==> config.mk <==
export PLATFORM = sky130hd
export DESIGN_NAME = fsm_fitness_eval
export DESIGN_NICKNAME = d
export VERILOG_FILES = /design/src/rtl/fsm_fitness_eval.sv
export SDC_FILE = /design/constraint.sdc
export NUM_CORES = 1
export LEC_CHECK = 0
export ABC_AREA = 1
export CORE_UTILIZATION = 45
export DETAILED_ROUTE_END_ITERATION = 12
export GPL_TIMING_DRIVEN = 0
export HOLD_SLACK_MARGIN = 0.06
export PLACE_DENSITY = 0.81
export SLEW_MARGIN = 20
export SYNTH_ARGS = -nofsm -noshare
export SYNTH_HDL_FRONTEND = slang
export SYNTH_SLANG_ARGS = --single-unit
==> constraint.sdc <==
create_clock -name clk -period 4.1 [get_ports clk]
set_clock_uncertainty 0.05 [all_clocks]
set_input_delay 0.82 -clock clk [delete_from_list [all_inputs] [get_ports clk]]
set_output_delay 0.82 -clock clk [all_outputs]
set_load 0.005 [all_outputs]
==> src/rtl/fsm_fitness_eval.sv <==
// Fitness evaluator: steps a chromosome-encoded Mealy FSM over a stimulus
// and scores its outputs against the expected sequence.
module fsm_fitness_eval #(
    parameter int SEQ_LEN     = 5,
    parameter int NUM_STATES  = 3,
    parameter int CHROM_W     = 24,
    parameter int FIT_W       = 4,
    parameter int WEIGHT_ONE  = 3,
    parameter int WEIGHT_ZERO = 1,
    parameter int TAG_W       = 5
) (
    input  logic               clk,
    input  logic               rst_n,
    input  logic               in_valid,
    output logic               in_ready,
    input  logic [CHROM_W-1:0] in_chrom,
    input  logic [SEQ_LEN-1:0] in_seq,
    input  logic [SEQ_LEN-1:0] in_expected,
    input  logic [TAG_W-1:0]   in_tag,
    output logic               out_valid,
    input  logic               out_ready,
    output logic [FIT_W-1:0]   out_fitness,
    output logic [SEQ_LEN-1:0] out_outseq,
    output logic               out_match,
    output logic [TAG_W-1:0]   out_tag,
    output logic [CHROM_W-1:0] out_chrom
);

    localparam int ST_W   = (NUM_STATES > 1) ? $clog2(NUM_STATES) : 1;
    localparam int STEP_W = (SEQ_LEN > 1) ? $clog2(SEQ_LEN) : 1;
    localparam int GI_W   = ST_W + 1;
    localparam int SEL_W  = GI_W + 2;

    localparam logic [FIT_W:0]    FIT_MAX = {1'b0, {FIT_W{1'b1}}};
    localparam logic [FIT_W:0]    W_ONE   = (FIT_W+1)'(WEIGHT_ONE);
    localparam logic [FIT_W:0]    W_ZERO  = (FIT_W+1)'(WEIGHT_ZERO);
    localparam logic [STEP_W-1:0] LAST    = STEP_W'(SEQ_LEN - 1);
    localparam logic [3:0]        NS_MOD  = 4'(NUM_STATES);

    typedef enum logic [1:0] {
        IDLE,
        RUN,
        DONE
    } ctrl_t;

    ctrl_t state_q, state_d;

    logic [CHROM_W-1:0] chrom_q;
    logic [SEQ_LEN-1:0] seq_q;
    logic [SEQ_LEN-1:0] exp_q;
    logic [TAG_W-1:0]   tag_q;
    logic [ST_W-1:0]    fsm_q;
    logic [STEP_W-1:0]  step_q;
    logic [FIT_W-1:0]   fit_q;
    logic [SEQ_LEN-1:0] outseq_q;

    logic [STEP_W-1:0] bit_idx;
    logic              cur_bit;
    logic              exp_bit;
    logic              out_bit;
    logic [GI_W-1:0]   gene_idx;
    logic [SEL_W-1:0]  gene_sel;
    logic [3:0]        gene;
    logic [ST_W-1:0]   fsm_nxt;
    logic [FIT_W:0]    fit_sum;
    logic [FIT_W-1:0]  fit_nxt;

    always_ff @(posedge clk or negedge rst_n) begin
        if (!rst_n) state_q <= IDLE;
        else        state_q <= state_d;
    end

    always_comb begin
        state_d = state_q;
        unique case (state_q)
            IDLE:    if (in_valid)       state_d = RUN;
            RUN:     if (step_q == LAST) state_d = DONE;
            DONE:    if (out_ready)      state_d = IDLE;
            default:                     state_d = IDLE;
        endcase
    end

    // Step k reads bit SEQ_LEN-1-k; {state, bit} is exactly state*2+bit.
    always_comb begin
        bit_idx  = LAST - step_q;
        cur_bit  = seq_q[bit_idx];
        exp_bit  = exp_q[bit_idx];
        gene_idx = {fsm_q, cur_bit};
        gene_sel = {gene_idx, 2'b00};
        gene     = chrom_q[gene_sel +: 4];
        out_bit  = gene[3];
        fsm_nxt  = ST_W'({1'b0, gene[2:0]} % NS_MOD);
        fit_sum  = {1'b0, fit_q} + (exp_bit ? W_ONE : W_ZERO);
        fit_nxt  = (fit_sum > FIT_MAX) ? FIT_MAX[FIT_W-1:0]
                                       : fit_sum[FIT_W-1:0];
    end

    always_ff @(posedge clk or negedge rst_n) begin
        if (!rst_n) begin
            chrom_q  <= '0;
            seq_q    <= '0;
            exp_q    <= '0;
            tag_q    <= '0;
            fsm_q    <= '0;
            step_q   <= '0;
            fit_q    <= '0;
            outseq_q <= '0;
        end else begin
            unique case (state_q)
                IDLE: begin
                    if (in_valid) begin
                        chrom_q  <= in_chrom;
                        seq_q    <= in_seq;
                        exp_q    <= in_expected;
                        tag_q    <= in_tag;
                        fsm_q    <= '0;
                        step_q   <= '0;
                        fit_q    <= '0;
                        outseq_q <= '0;
                    end
                end
                RUN: begin
                    outseq_q[bit_idx] <= out_bit;
                    if (out_bit == exp_bit) fit_q <= fit_nxt;
                    fsm_q  <= fsm_nxt;
                    step_q <= step_q + STEP_W'(1);
                end
                default: begin
                end
            endcase
        end
    end

    assign in_ready    = (state_q == IDLE);
    assign out_valid   = (state_q == DONE);
    assign out_fitness = fit_q;
    assign out_outseq  = outseq_q;
    assign out_match   = out_valid && (outseq_q == exp_q);
    assign out_tag     = tag_q;
    assign out_chrom   = chrom_q;

endmodule

* Yosys cells after proc, flatten, opt, wreduce, memory -nomap -nowiden *
Cells that the tools add are included.

operators by class
  $add $sub $neg = 3
  divide/modulo/power cells = 1
  order comparisons = 3
  equality and inequality tests = 9
  shift operators = 1
  muxes and demuxes = 22
  reduce and logical (&&, ||, !) cells = 8

operators with widths
  cell                   number
  $shiftx A24 B6 Y4      1
  $mux W4                3
  $mux W2                5
  $pmux W5 S2            1
  $pmux W4 S2            1
  $bmux W1 S3            2
  $ne A2 B2 Y1 const B   3
  $pmux W2 S3            1
  $pmux W3 S2            1
  $reduce_and A3 Y1      2
  $add A4 B2 Y5          1
  $bwmux W5              1
  $eq A5 B5 Y1           1
  $gt A5 B4 Y1 const B   1
  $mux W5                1
  $lt A3 B4 Y1 const B   1
  $mod A3 B2 Y4 const B  1
  $pmux W2 S2            1
  $reduce_and A2 Y1      2
  $add A3 B1 Y3 const B  1
  $demux W1 S3           1
  $eq A3 B3 Y1 const B   1
  $ge A3 B1 Y1 const B   1
  $mux W1                3
  other kinds (9)        10

word-level totals
  flip-flop bits (word level) = 55
  input port bits = 43
  output and inout bits = 41

* Longest topological paths before layout *
  word-level depth = 9
  depth in mapped cells = 21
  depth with buffers taken out = 20

* Worst setup path after synthesis *
OpenSTA, ideal clock, no wires.

  path kind = reg2reg
  start point = reg step_q[0]
  end point = reg fit_q[2], in the netlist out_fitness[2]
  setup time = 0.065 ns
  arrival time = 2.734 ns
  data required time = 3.985 ns
  slack = 1.251 ns
  stages on the path, launching flop included = 20
  path through = dfrtp_1 -> buf_6 -> inv_4 -> ha_1 -> ha_1 -> nor2_2 -> inv_1 -> nor2_1 -> a22oi_1 -> o21ai_0 -> nor2_1 -> inv_1 -> fa_1 -> xnor2_1 -> nor3_1 -> nand2_1 -> o21a_1 -> a21oi_1 -> nand3_1 -> nand2_1

between the ends
  cells in the longest elaborated chain, start to end = 9
  elaborated cells on any way between the ends = 15

ends and longest elaborated chain
  what                           line  source
  from (decl)                    53    logic [STEP_W-1:0] step_q;
  from (signal assigned)         126   step_q <= step_q + STEP_W'(1);
  $sub A3 B3 Y3 (*)              85    bit_idx = LAST - step_q;
  $bmux W1 S3                    87    exp_bit = exp_q[bit_idx];
  $mux W1 (implied by the code)  87
  $mux W2                        93    fit_sum = {1'b0, fit_q} + (exp_bit ? W_ONE : W_ZERO);
  $add A4 B2 Y5                  93
  $gt A5 B4 Y1                   94    fit_nxt = (fit_sum > FIT_MAX) ? FIT_MAX[FIT_W-1:0]
  $mux W4                        94
  $mux W4                        124   if (out_bit == exp_bit) fit_q <= fit_nxt;
  $pmux W4 S2                    109   unique case (state_q)
  to (signal assigned)           124
  to (decl)                      54    logic [FIT_W-1:0] fit_q;

Every way passes the cells marked *; elsewhere a longest branch is shown, timed or not. The select of a mux whose other input is x is not followed.
A chain may end at the register's enable or synchronous reset.

* Final worst setup path *
Ends and elaborated chain as after synthesis.

==> key figures <==
Yosys
  • Synthesized flop and latch total: 55
  • Post-Syn Area: 2800 µm²
  • Xor/xnor share of the synthesized area: 0.0125
  • Post-Syn Area per Cell: 7.75 µm²
  • Largest family of logic cells by synthesized area: simple AND/OR/NAND/NOR gates
  • Post-synth top cells: nand2_1, dfrtp_1, nand3_1
  • Distinct cells, synth: 33
  • Syn Inst Count: 361
  • Number of synthesized flops with an enable pin: 0
  • Synth warnings: 0
  • Synth top area share: 0.492
  • Mux contribution to synthesized area: 0
  • Post-synthesis compound-gate area fraction: 0.0805
  • Cell taking the most area after synthesis: dfrtp_1
  • Most frequent cell after synthesis: nand2_1
  • Adder-cell area share of the yosys netlist: 0.0340
  • Register area share after synthesis: 0.492
  • Ranking of synthesized cells by area: dfrtp_1, nand2_1, nand3_1
  • Syn nets: 411
  • Top FF cell, synth: dfrtp_1
  • Post-synth ARST share: 1.00
  • Synth Area in Simple Gates: 0.312

Layout
  • Layout cells sized above 1: 0.0533
  • Cell Count, Final, Fillers Out: 525
  • Final core occ: 0.637
  • Design area: 3790 µm²
  • Layout area overhead: 35.6%
  • Antenna Diode Count: 0
  • # fillers: 526
  • Final nets: 501

Global routing
  • Met1 GRT Util: 0.292
  • Met2 usage: 0.386
  • GRT Overall Usage: 0.228
  • Met3 Use GR: 0.0449
  • Initial antenna violation count: 0
  • Total gr overflow: 0
  • Vias in the first global route: 2563
  • First-pass GRT wire length: 11.4 mm
  • Gr busiest metal: met2
  • Largest net degree at the start of global routing: 56

Critical path
  • Worst flop-to-flop path startpoint: step_q[0]
  • CP Class: reg2reg
  • Critical R2R Capture: out_fitness[2]
  • Reg-to-reg slack, setup: 0.93 ns
  • CP Data Required Time: 4.30 ns
  • Worst path arrival time: 3.37 ns
  • Max FO, Critical Path: 10
  • CP Launch Point: step_q[0]
  • Worst Reg2Reg Path Length in Cells: 19
  • Setup crit end kind: flip-flop
  • Startpoint type of the worst setup path: flip-flop

Floorplan
  • Horiz. Die Dim: 80.9 µm
  • Die ar.: 6540 µm²
  • Row Count: 28
  • Core footprint: 5960 µm²
  • Num ports: 84
  • Initial Utilization: 0.470
  • Die H: 80.9 µm

STA
  • RSZ-0062 raised after global routing: no
  • Worst-Margin Slew: 0.689 ns
  • Tcrit/Tclk final: 0.774
  • Max-slew violations: 0
  • Fin worst setup slack: 0.927 ns
  • Post-Route Setup TNS: 0 ns
  • Setup violations, final: 0
  • Final hold vios: 0
  • Max transition margin: 0.541
  • Post-layout min period: 3.17 ns
  • Highest achievable clock rate: 315 MHz

Clock network
  • CTS H-tree depth: 2
  • Clock tree sinks: 55
  • Clock transition at path regs: 0.09 ns
  • Post-CTS setup buffers: 0
  • CTS tree: yes
  • Cts hold-fix bufs: 0
  • CTS Root Buffer Type: clkbuf_8
  • Cts repair resizes: 0
  • Clk buf depth: 2
  • Clk_lat worst skew: 0.30 ns
  • CTS Buf Count: 5

Worst hold path
  • HP Class: reg2reg
  • Hold path depth: 2
  • Hold Startpoint: out_tag[2]
  • WHS Endpoint: out_tag[2]

Routing
  • DR DRC count: 0
  • Via count: 2642
  • Initial DRT Pass Iterations: 4
  • Detailed Route WL: 6.79 mm
  • Vias/cell: 5.03
  • ANT nets after route: 0
  • Avg WL per Cell: 12.9 µm
  • DRT iter0 DRCs: 122

Placement
  • DP HPWL: 5.05 mm
  • Port-buffer cells: 83
  • Place WS: 0.951 ns
  • DP Area: 3720 µm²
  • Gpl congestion: 0.891
  • Cells after DPL: 519

Power
  • PwrDens: 850 nW/µm²
  • Peak supply drop: 0.418 mV
  • LEAKAGE: 1.84 nW

Outcome
  • Status: completed

Flow run
  • Max cap viols: 0
==> metal layers <==
layer	vias up	wire, µm
met4	0	87
met1	1235	2950
met2	81	3420
met5	-	0
li1	1318	-
met3	8	324
==> metrics by stage <==
stage                     power, mW  hold WS [ns]
after global placement         2.87         0.416
after detailed placement       2.94         0.417
after CTS                      3.23         0.439
final                          3.22         0.438
after global routing           3.54         0.457
after floorplan                2.22         0.397
==> worst max-delay path: stages, from the launching register on <==
cell	delay [ns]
dfrtp_1	0.37
buf_6	0.15
inv_4	0.05
ha_1	0.17
ha_1	0.34
nor2_2	0.22
inv_1	0.06
nor2_1	0.12
inv_1	0.05
o21ai_0	0.14
nor2_1	0.08
inv_1	0.13
ha_1	0.26
ha_1	0.19
nor3_1	0.18
nand2_1	0.07
o21a_1	0.17
a21oi_1	0.13
nand3_1	0.11
nand2_1	0.08
==> power by group <==
part	total [mW]	internal, mW	leakage, nW	switching (mW)
Combinational	1.94	0.849	1.12	1.09
Sequential	1.00	0.797	0.691	0.204
Clock	0.281	0.115	0.0371	0.166
Total	3.22	1.76	1.84	1.46
==> worst max-delay path by stage <==
| stage | endpoint | slack, ns | cells after the start |
|---|---|---|---|
| 6_report | out_fitness[2] | 0.93 | 19 |
| 5_1_grt | out_fitness[2] | 0.63 | 19 |
| 4_1_cts | out_fitness[2] | 0.91 | 19 |
| 3_5_place_dp | out_fitness[2] | 0.95 | 19 |
| 3_3_place_gp | out_chrom[18] | 0.56 | 1 |
| 2_1_floorplan | out_fitness[2] | 1.25 | 19 |
==> cell usage in the layout, fill, tap and decap left out, drive strengths merged <==
cell type      count
o31ai              1
o22ai              3
dfrtp             55
inv               35
clkinv             2
nor2              13
nand4              2
fa                 1
a21oi              6
clkdlybuf4s50     82
xor2               1
nand2            153
a22oi              1
o21ai             21
a211oi             2
nand3             38
nor3               2
o21bai             1
clkbuf            13
buf                5
ha                 6
xnor2              3
o21a               4
==> sequential cells by signal, indices dropped and copies added (netlist names), 3 cells and up <==
name         flops
out_chrom       24
exp_q            5
out_tag          5
seq_q            5
step_q           3
out_fitness      4
out_outseq       5
==> kinds of logic (layout without fill, tap and decap cells) <==
family	Yosys count	after routing
AOI/OAI and AO/OA	39	39
buffers and inverters	48	137
and+or+nand+nor	208	208
adders and majority gates	7	7
DFF	55	55
xor gates and xnor gates	4	4
==> cell type report <==
cell class	instances	area, µm²	area share
Sequential cell	55	1380	0.363
Inverter	37	141	0.0373
Timing Repair Buffer	83	828	0.218
Clock buffer	6	72.6	0.0191
Buffer	11	51.3	0.0135
Multi-Input combinational cell	258	1230	0.324
Tap cell	75	93.8	0.0247
Note: power is estimated with default switching activity, not from simulation.
